$ cat config.mk
export PLATFORM = sky130hd
export DESIGN_NAME = wbm_arb
export DESIGN_NICKNAME = d
export VERILOG_FILES = /design/src/rtl/wbm_arb.sv
export SDC_FILE = /design/constraint.sdc
export NUM_CORES = 1
export LEC_CHECK = 0
export ABC_CLOCK_PERIOD_IN_PS = 4700
export BUFFER_PORTS_ARGS = -buffer_cell sky130_fd_sc_hd__buf_2
export CAP_MARGIN = 0
export CORE_ASPECT_RATIO = 1.2
export CORE_UTILIZATION = 49
export DETAILED_ROUTE_END_ITERATION = 10
export PLACE_DENSITY = 0.71
export SKIP_LAST_GASP = 1
export SLEW_MARGIN = 5
export SYNTH_ARGS = -nofsm -noshare
export SYNTH_HDL_FRONTEND = slang
export SYNTH_SLANG_ARGS = --single-unit
$ cat constraint.sdc
create_clock -name clk_i -period 4.7 [get_ports clk_i]
set_input_delay 0.705 -clock clk_i [delete_from_list [all_inputs] [get_ports clk_i]]
set_output_delay 0.705 -clock clk_i [all_outputs]
set_load 0.05 [all_outputs]
$ cat src/rtl/wbm_arb.sv
// rtl/wbm_arb.sv - round-robin write-back arbiter with FIFO drain to the register file
// Optional query/bypass port enabled with WBM_ARB_BYPASS_EN.
module wbm_arb #(
  parameter int NB_SRC     = 2,
  parameter int DATA_WIDTH = 32,
  parameter int ADDR_WIDTH = 5,
  parameter int DEPTH      = 4
) (
  input  logic                           clk_i,
  input  logic                           rst_i,
  input  logic [NB_SRC-1:0]              src_valid_i,
  output logic [NB_SRC-1:0]              src_ready_o,
  input  logic [NB_SRC-1:0]              src_write_i,
  input  logic [NB_SRC*ADDR_WIDTH-1:0]   src_addr_i,
  input  logic [NB_SRC*DATA_WIDTH-1:0]   src_data_i,
  input  logic                           rf_stall_i,
  output logic                           reg_write_o,
  output logic [ADDR_WIDTH-1:0]          reg_addr_o,
  output logic [DATA_WIDTH-1:0]          reg_data_o,
  output logic [$clog2(DEPTH+1)-1:0]     count_o,
  output logic                           idle_o
`ifdef WBM_ARB_BYPASS_EN
  ,
  input  logic [ADDR_WIDTH-1:0]          query_addr_i,
  output logic                           query_hit_o,
  output logic [DATA_WIDTH-1:0]          query_data_o
`endif
);

  localparam int CW = $clog2(DEPTH + 1);
  localparam int PW = $clog2(DEPTH);
  localparam int SW = (NB_SRC > 1) ? $clog2(NB_SRC) : 1;

  logic [SW-1:0]         rr_q;
  logic [SW-1:0]         win;
  logic [NB_SRC-1:0]     grant;
  logic                  any_grant;
  logic [PW-1:0]         wr_q, rd_q;
  logic [CW-1:0]         count_q;
  logic [ADDR_WIDTH-1:0] mem_addr [DEPTH];
  logic [DATA_WIDTH-1:0] mem_data [DEPTH];
  logic                  full, hs, push, pop;
  logic [ADDR_WIDTH-1:0] win_addr;
  logic [DATA_WIDTH-1:0] win_data;

  // First valid channel at or after the rr pointer, wrapping.
  always_comb begin
    int idx;
    idx       = 0;
    grant     = '0;
    win       = '0;
    any_grant = 1'b0;
    for (int k = 0; k < NB_SRC; k++) begin
      idx = int'(rr_q) + k;
      if (idx >= NB_SRC) idx = idx - NB_SRC;
      if (!any_grant && src_valid_i[idx]) begin
        any_grant  = 1'b1;
        grant[idx] = 1'b1;
        win        = SW'(idx);
      end
    end
  end

  assign full        = (count_q == CW'(DEPTH));
  assign src_ready_o = grant & {NB_SRC{~full & ~rst_i}};
  assign hs          = |(src_valid_i & src_ready_o);
  assign win_addr    = src_addr_i[int'(win)*ADDR_WIDTH +: ADDR_WIDTH];
  assign win_data    = src_data_i[int'(win)*DATA_WIDTH +: DATA_WIDTH];
  // x0 writes and no-write retirements complete the handshake but never occupy the FIFO.
  assign push        = hs & src_write_i[win] & (win_addr != '0);
  assign pop         = (count_q != '0) & ~rf_stall_i;

  always_ff @(posedge clk_i) begin
    if (push) begin
      mem_addr[wr_q] <= win_addr;
      mem_data[wr_q] <= win_data;
    end
  end

  always_ff @(posedge clk_i) begin
    if (rst_i) begin
      rr_q        <= '0;
      wr_q        <= '0;
      rd_q        <= '0;
      count_q     <= '0;
      reg_write_o <= 1'b0;
      reg_addr_o  <= '0;
      reg_data_o  <= '0;
    end else begin
      if (hs) rr_q <= (int'(win) == NB_SRC - 1) ? '0 : win + SW'(1);
      if (push) wr_q <= wr_q + PW'(1);
      if (pop) begin
        rd_q       <= rd_q + PW'(1);
        reg_addr_o <= mem_addr[rd_q];
        reg_data_o <= mem_data[rd_q];
      end
      reg_write_o <= pop;
      case ({push, pop})
        2'b10:   count_q <= count_q + CW'(1);
        2'b01:   count_q <= count_q - CW'(1);
        default: count_q <= count_q;
      endcase
    end
  end

  assign count_o = count_q;
  assign idle_o  = (count_q == '0) & ~reg_write_o;

`ifdef WBM_ARB_BYPASS_EN
  // Scan oldest to youngest so the youngest match wins; the output register is the oldest.
  always_comb begin
    logic [PW-1:0] p;
    p            = '0;
    query_hit_o  = 1'b0;
    query_data_o = '0;
    if (query_addr_i != '0) begin
      if (reg_write_o && reg_addr_o == query_addr_i) begin
        query_hit_o  = 1'b1;
        query_data_o = reg_data_o;
      end
      for (int i = 0; i < DEPTH; i++) begin
        p = rd_q + PW'(i);
        if (CW'(i) < count_q && mem_addr[p] == query_addr_i) begin
          query_hit_o  = 1'b1;
          query_data_o = mem_data[p];
        end
      end
    end
  end
`endif

endmodule
==> summary.md, run 1 <==
| Metric | Value |
|---|---|
| Drt drc | 0 |
| Yosys top cell by area | edfxtp_1 |
| Highest fanout seen on the critical path | 47 |
| Synth Net Count | between 500 and 600 |
| Num rows | about 50 |
| CTS clk-pin slew, worst paths | roughly 0.06 ns |
| Post-route ant nets | 0 |
| Vert. Die Dim | 138 um |
| Cell variety after synth | 36 |
| Cell Chain, Critical Path | buf_2, buf_4, a31oi_1, nor2b_1, buf_2 |
| Fin. max-slew vios | 0 |
| Fin crit share | 0.615 |
| Grt ovf | 0 |
| Worst-Margin Slew | 1.03 ns |
| Core ar. | 15,000 sq um |
| Area contributors post-synth | edfxtp_1 59%, dfxtp_1 12%, mux4_2 11% |
| Non-filler cells, final | 796 |
| MaxCap Viol Count | 0 |
| Top_reg_cell synth | edfxtp_1 |
| Critical path's slowest cell | a31oi_1 |
| P_leak | 3.17 nW |
| Number of DRC markers in iteration 0 | 230 |
| Final GP Congestion | about 0.73 |
| Final WS setup | between 1.5 and 2 ns |
| Max IR drop VDD | 248 uV |
| Pre-CTS setup slack | 1.54 ns |
| Deepest clock path buffer count | 2 |
| CTS sink count | 194 |
| Gr usage total | 0.192 |
| H-tree levels | 4 |
| Inst Count DP | ~760 |
| Worst-Skew Late Latency | 0.43 ns |
| WL per Instance | roughly 18 um |
| Arrival time worst endpoint | 2.19 ns |
| Min-Delay Path Class | reg -> reg |
| Post-Syn Area | roughly 7600 sq um |
| Chip Width | 115 um |
| Post-Synthesis Cells | between 400 and 500 |
| Vias | 4,212 |
| Asr flop ratio synth | 0 |
| Layout cells sized above 1 | 0.407 |
| Port bufs | 124 |
| Seq/Total Area, Yosys | 0.709 |
| RSZ-0062 raised after global routing | no |
| Inserted Diodes | 0 |
| F_max | 346 MHz |
| Fin crit period | 2.89 ns |
| Max_slew headroom | 0.311 |
| CP Capture Type | output pin |
| Area Overhead vs Synth | 18.5% |
| Vias in the first global route | 4,345 |
| CTS tree | done |
| Initial antenna violation count | 0 |
| Post-synth EDFFs | about 150 |
| WL final | 14.3 mm |
| Worst Setup Start Kind | primary input |
| NumNets Final | 666 |
| CTS Hold Bufs | 0 |
| Crit-path max cell delay | 0.56 ns |
| Num CTS Buffers | 17 |
| FF+latch count, synth | 194 |
| First-pass GRT wire length | about 22 mm |
| Worst Skew | around 0.0090 ns |
| IO Pins | 125 |
| Fill count | 1,154 |
| Run status | finished, final reports clean |
| Via/cell ratio | 5.29 |
| Setup TNS | 0 ns |
| Post-CTS resize count | 0 |
| PwrDens | 508 nW/um^2 |
| Pin count of the biggest net entering global routing | 48 |
| Final setup vio count | 0 |
| DP HPWL | 8.41 mm |
| Root Buffer | clkbuf_16 |
| Total power | ~0.0046 W |
| Full die area | between 15,000 and 20,000 sq um |
| Yosys Warn Count | 0 |
| Pre-Repair DR Iteration Count | 4 |
| Crit path kind | in -> out |
| Initial Util | 0.504 |
| Most frequent CP cell | buf_2 |
| Worst EP required | 3.99 ns |
| Synth top area share | 0.587 |
| Final Hold Violating Endpoints | 0 |
| Syn Area/Cell | 16.5 sq um |
| Post-CTS Setup Bufs | 0 |
## critical path: cells and delay by family
family | cells | cell delay (ns)
compound gates | 1 | 0.56
buf+inv | 3 | 0.67
simple gates | 1 | 0.25
## kinds of logic after synthesis
group	count (synthesis)	share of synthesized area
simple gates	99	0.0552
xor+xnor	4	0.00463
compound gates	47	0.0347
fa+ha+maj	6	0.0109
flops	194	0.709
buf+inv	33	0.0189
mux	75	0.167
## per-layer routing
metal | track usage | up-vias | wire length (um) | part of all wire
met2 | 0.334 | 127 | 7540 | 0.53
met5 | 0 | - | 0 | 0
li1 | - | 1972 | - | -
met4 | 0.0588 | 0 | 160 | 0.011
met1 | 0.235 | 2100 | 5910 | 0.41
met3 | 0.0456 | 13 | 635 | 0.045
## through the flow
| stage | cell area (sq um) | hold slack, ns | util |
|---|---|---|---|
| 5_1_grt | 8960 | 0.467 | 0.597 |
| 3_3_place_gp | 8370 | 0.440 | 0.557 |
| 4_1_cts | 8960 | 0.453 | 0.597 |
| 2_1_floorplan | 7570 | 0.459 | - |
| 6_report | 8960 | 0.449 | 0.597 |
| 3_5_place_dp | 8370 | 0.443 | 0.557 |
## cell usage after synthesis, types with 2 or more instances
library cell  instances
and3_2                4
buf_2                 9
xor2_1                3
mux2_2               37
inv_1                 8
dfxtp_1              46
edfxtp_1            148
nand2_1              77
buf_4                 2
clkbuf_1             13
nand2b_1              2
mux4_2               37
ha_1                  5
a21oi_1              39
nor2_1                7
## layout make-up
type                            count  area, sq um  share of cell area
Clock buffer                       26          532              0.0593
Clock inverter                      6         65.1             0.00726
Timing Repair Buffer              127          643              0.0717
Sequential cell                   194         5370               0.599
Tap cell                          204          255              0.0285
Inverter                            8         30.0             0.00335
Multi-Input combinational cell    231         2070               0.231
## final timing paths
| path | from | endpoint | slack [ns] | cells after the start |
|---|---|---|---|---|
| hold reg to reg | reg_data_o[6] | reg_data_o[6] | 0.45 | 2 |
| setup / recovery | rst_i | src_ready_o[1] | 1.81 | 5 |
| hold / removal | reg_data_o[6] | reg_data_o[6] | 0.45 | 2 |
| setup reg to reg | count_o[2] | count_o[2] | 2.14 | 9 |
## state kept, by name (all words and copies together), names as in the netlist
signal and cells:
count_o 3, mem_addr 20, mem_data 128, rd_q 2, reg_addr_o 5, reg_data_o 32, reg_write_o 1, rr_q 1
wr_q 2
## power breakdown
group | internal, W | total, W | switching [W]
sequential | 0.00199 | 0.00214 | 0.000144
combinational | 0.000363 | 0.000990 | 0.000627
clock | 0.000839 | 0.00143 | 0.000588
## layout by cell type, fill, tap and decap left out, drive strengths merged
cell      count
a21o          1
mux2         37
nand2        77
mux2i         1
xor2          3
a31oi         1
nor4          1
or4           2
dfxtp        46
clkinv        4
clkbuf       26
o31ai         1
inv           8
nor3          1
xnor2         1
nor2b         1
mux4         37
clkinvlp      1
edfxtp      148
and3          5
o21ai         2
or2           1
o21bai        1
bufinv        1
nor2          7
o2111ai       1
nand2b        2
nand3         1
ha            5
or3           1
a21oi        40
buf         127
fa            1
(Power assumes the default switching activity.)
==> run 2, diff against run 1 <==
- ABC_CLOCK_PERIOD_IN_PS: 4700 -> 3000
- clock period: 4.7 -> 3 ns (I/O delays scaled with it)
==> run 2 against run 1 <==
Die area is the same. Total power rose by 58%. Cell count rose by 0.38%. Sequential power rose by 56%. Global-route usage about the same. Hold slack lost 0.079 ns. Final area grew 0.36%. Sequential share of layout area fell by 0.22 points. Count of clock-buffer cells in the layout decreased by 4. Register-to-register slack lost 1.6 ns. Critical path depth is 1 lower. Highest routed layer unchanged.
==> summary.md, run 2 (synthesized netlist as in run 1, its figures left out) <==
| Metric | Value |
|---|---|
| Post-route ant nets | 0 (unchanged) |
| Vias | 4,211 (-0.024%) |
| Min-Delay Path Class | in -> reg |
| Final WS setup | 0.501 ns (-1.31 ns) |
| Run status | finished, final reports clean |
| Worst-Skew Late Latency | 0.44 ns (about the same) |
| Arrival time worst endpoint | 2.05 ns (-0.14 ns) |
| Worst Setup Start Kind | register |
| CP Capture Type | output pin |
| Fin crit period | 2.50 ns |
| Reg with most FFs | mem_data |
| CTS Hold Bufs | 0 (unchanged) |
| Pre-CTS setup slack | 0.0888 ns (-1.45 ns) |
| P_leak | 3.19 nW (+0.55%) |
| NumNets Final | 669 (+0.45%) |
| RSZ-0062 raised after global routing | no |
| WL per Instance | 17.8 um (-0.38%) |
| Area Overhead vs Synth | 18.9% |
| Grt ovf | 0 (unchanged) |
| Chip Width | 115 um (unchanged) |
| Commonest cells after routing, fill and taps aside | 148 x edfxtp_1, 124 x buf_2, 77 x nand2_1 |
| Fin. max-slew vios | 0 (unchanged) |
| Crit path kind | reg -> out |
| Inserted Diodes | 0 (unchanged) |
| Post-CTS Setup Bufs | 0 (unchanged) |
| Largest register FFs | 128 (unchanged) |
| Internal | 0.00507 W (+59%) |
| Highest fanout seen on the critical path | 9 (-81%) |
| CTS tree | done |
| Clock power share | 0.319 (+0.006) |
| CTS clk-pin slew, worst paths | 0.06 ns (about the same) |
| Core ar. | 15,000 sq um (unchanged) |
| Full die area | 15,900 sq um (unchanged) |
| Deepest clock path buffer count | 2 (unchanged) |
| WL final | 14.2 mm (about the same) |
| Combinational Power Share | 0.217 (about the same) |
| Gr usage total | 0.193 (+0.000382) |
| Initial antenna violation count | 0 (unchanged) |
| Max_slew headroom | 0.323 (+0.0116) |
| Setup TNS | 0 ns (unchanged) |
| Fill count | 1,126 (-2.4%) |
| Register share of total power | 0.464 (-0.005) |
| Number of DRC markers in iteration 0 | 169 (-27%) |
| F_max | 400 MHz |
| Drt drc | 0 (unchanged) |
| Commonest non-fill, non-tap cell in the layout | edfxtp_1 |
| Num rows | 49 (unchanged) |
| Worst Skew | 0.00728 ns (-0.00169 ns) |
| Worst EP required | 2.55 ns (-1.44 ns) |
| Vert. Die Dim | 138 um (unchanged) |
| Vias in the first global route | 4,264 (-1.9%) |
| Post-CTS resize count | 0 (unchanged) |
| Initial Util | 0.504 (unchanged) |
| Final Hold Violating Endpoints | 0 (unchanged) |
| Pre-Repair DR Iteration Count | 6 (+2) |
| H-tree levels | 4 (unchanged) |
| Largest regs | mem_data: 128 flops, reg_data_o: 32 flops, mem_addr: 20 flops |
| Port bufs | 124 (unchanged) |
| Worst-Margin Slew | 1.02 ns (-0.0174 ns) |
| MaxCap Viol Count | 0 (unchanged) |
| CTS sink count | 194 (unchanged) |
| Num CTS Buffers | 17 (unchanged) |
| PwrDens | 800 nW/um^2 (+58%) |
| Max IR drop VDD | 472 uV (+90%) |
| DP HPWL | 8.58 mm (+2.0%) |
| Sw power | 0.00213 W (+57%) |
| Layout cells sized above 1 | 0.412 (+0.00467) |
| Final setup vio count | 0 (unchanged) |
| Pin count of the biggest net entering global routing | 47 (-2.1%) |
| IO Pins | 125 (unchanged) |
| Root Buffer | clkbuf_16 |
| First-pass GRT wire length | 22.2 mm (-1.4%) |
| Via/cell ratio | 5.27 (-0.40%) |
| Fin crit share | 0.833 |
| Final GP Congestion | 0.747 (+2.7%) |
| Switching Fraction | 0.296 (-0.00246) |
| Final Util | 0.599 (+0.00216) |
run 2: cell count changes in the layout (fill, tap and decap cells not counted), sizes merged:
cell      previous run  this run
buf                127       130
bufinv               1         3
clkbuf              26        22
clkinv               4         6
clkinvlp             1         2
inv                  8         7
run 2: layout make-up:
class	instances	area [sq um]	area share
clock buffers	22	474	0.0527
clock inverters	10	133	0.0147
inverters	8	30.0	0.00334
multi-input cells	231	2070	0.230
flip-flops and latches	194	5370	0.597
well taps	204	255	0.0284
repair buffers	130	666	0.0740
run 2: stage by stage:
step                      hold WS, ns  power (W)  instances  instance area, sq um
after floorplan                 0.459    0.00458        458                  7570
after global placement          0.442    0.00495        767                  8390
after detailed placement        0.445    0.00499        767                  8390
after CTS                       0.357    0.00727        799                  9000
after global routing            0.351    0.00751        799                  9000
final                           0.370    0.00720        799                  9000
run 2: power groups by stage:
stage | logic, W | clock network [W] | registers (W)
finish | 0.00157 | 0.00229 | 0.00334
global route | 0.00168 | 0.00245 | 0.00338
CTS | 0.00158 | 0.00233 | 0.00335
detailed placement | 0.00158 | 0 | 0.00341
global placement | 0.00155 | 0 | 0.00340
floorplan | 0.000914 | 0 | 0.00367
run 2: final timing paths:
check	slack, ns	endpoint	start	cells past startpoint
setup / recovery	0.50	src_ready_o[1]	count_o[0]	4
setup reg to reg	0.52	mem_data[0][7]	count_o[0]	3
hold reg to reg	0.45	reg_data_o[5]	reg_data_o[5]	2
hold / removal	0.37	mem_data[0][19]	src_data_i[51]	2
run 2: routing by layer:
metal / share of wire / up-vias / GRT usage
met5: 0 / - / 0
met4: 0.0098 / 0 / 0.0793
met3: 0.046 / 10 / 0.0526
met2: 0.52 / 118 / 0.317
met1: 0.42 / 2102 / 0.239
li1: - / 1981 / -
run 2: critical path, cell delays in order (launching register included):
cell,delay [ns]
dfxtp_1,0.41
inv_1,0.11
a31oi_1,0.57
nor2b_1,0.24
buf_2,0.29
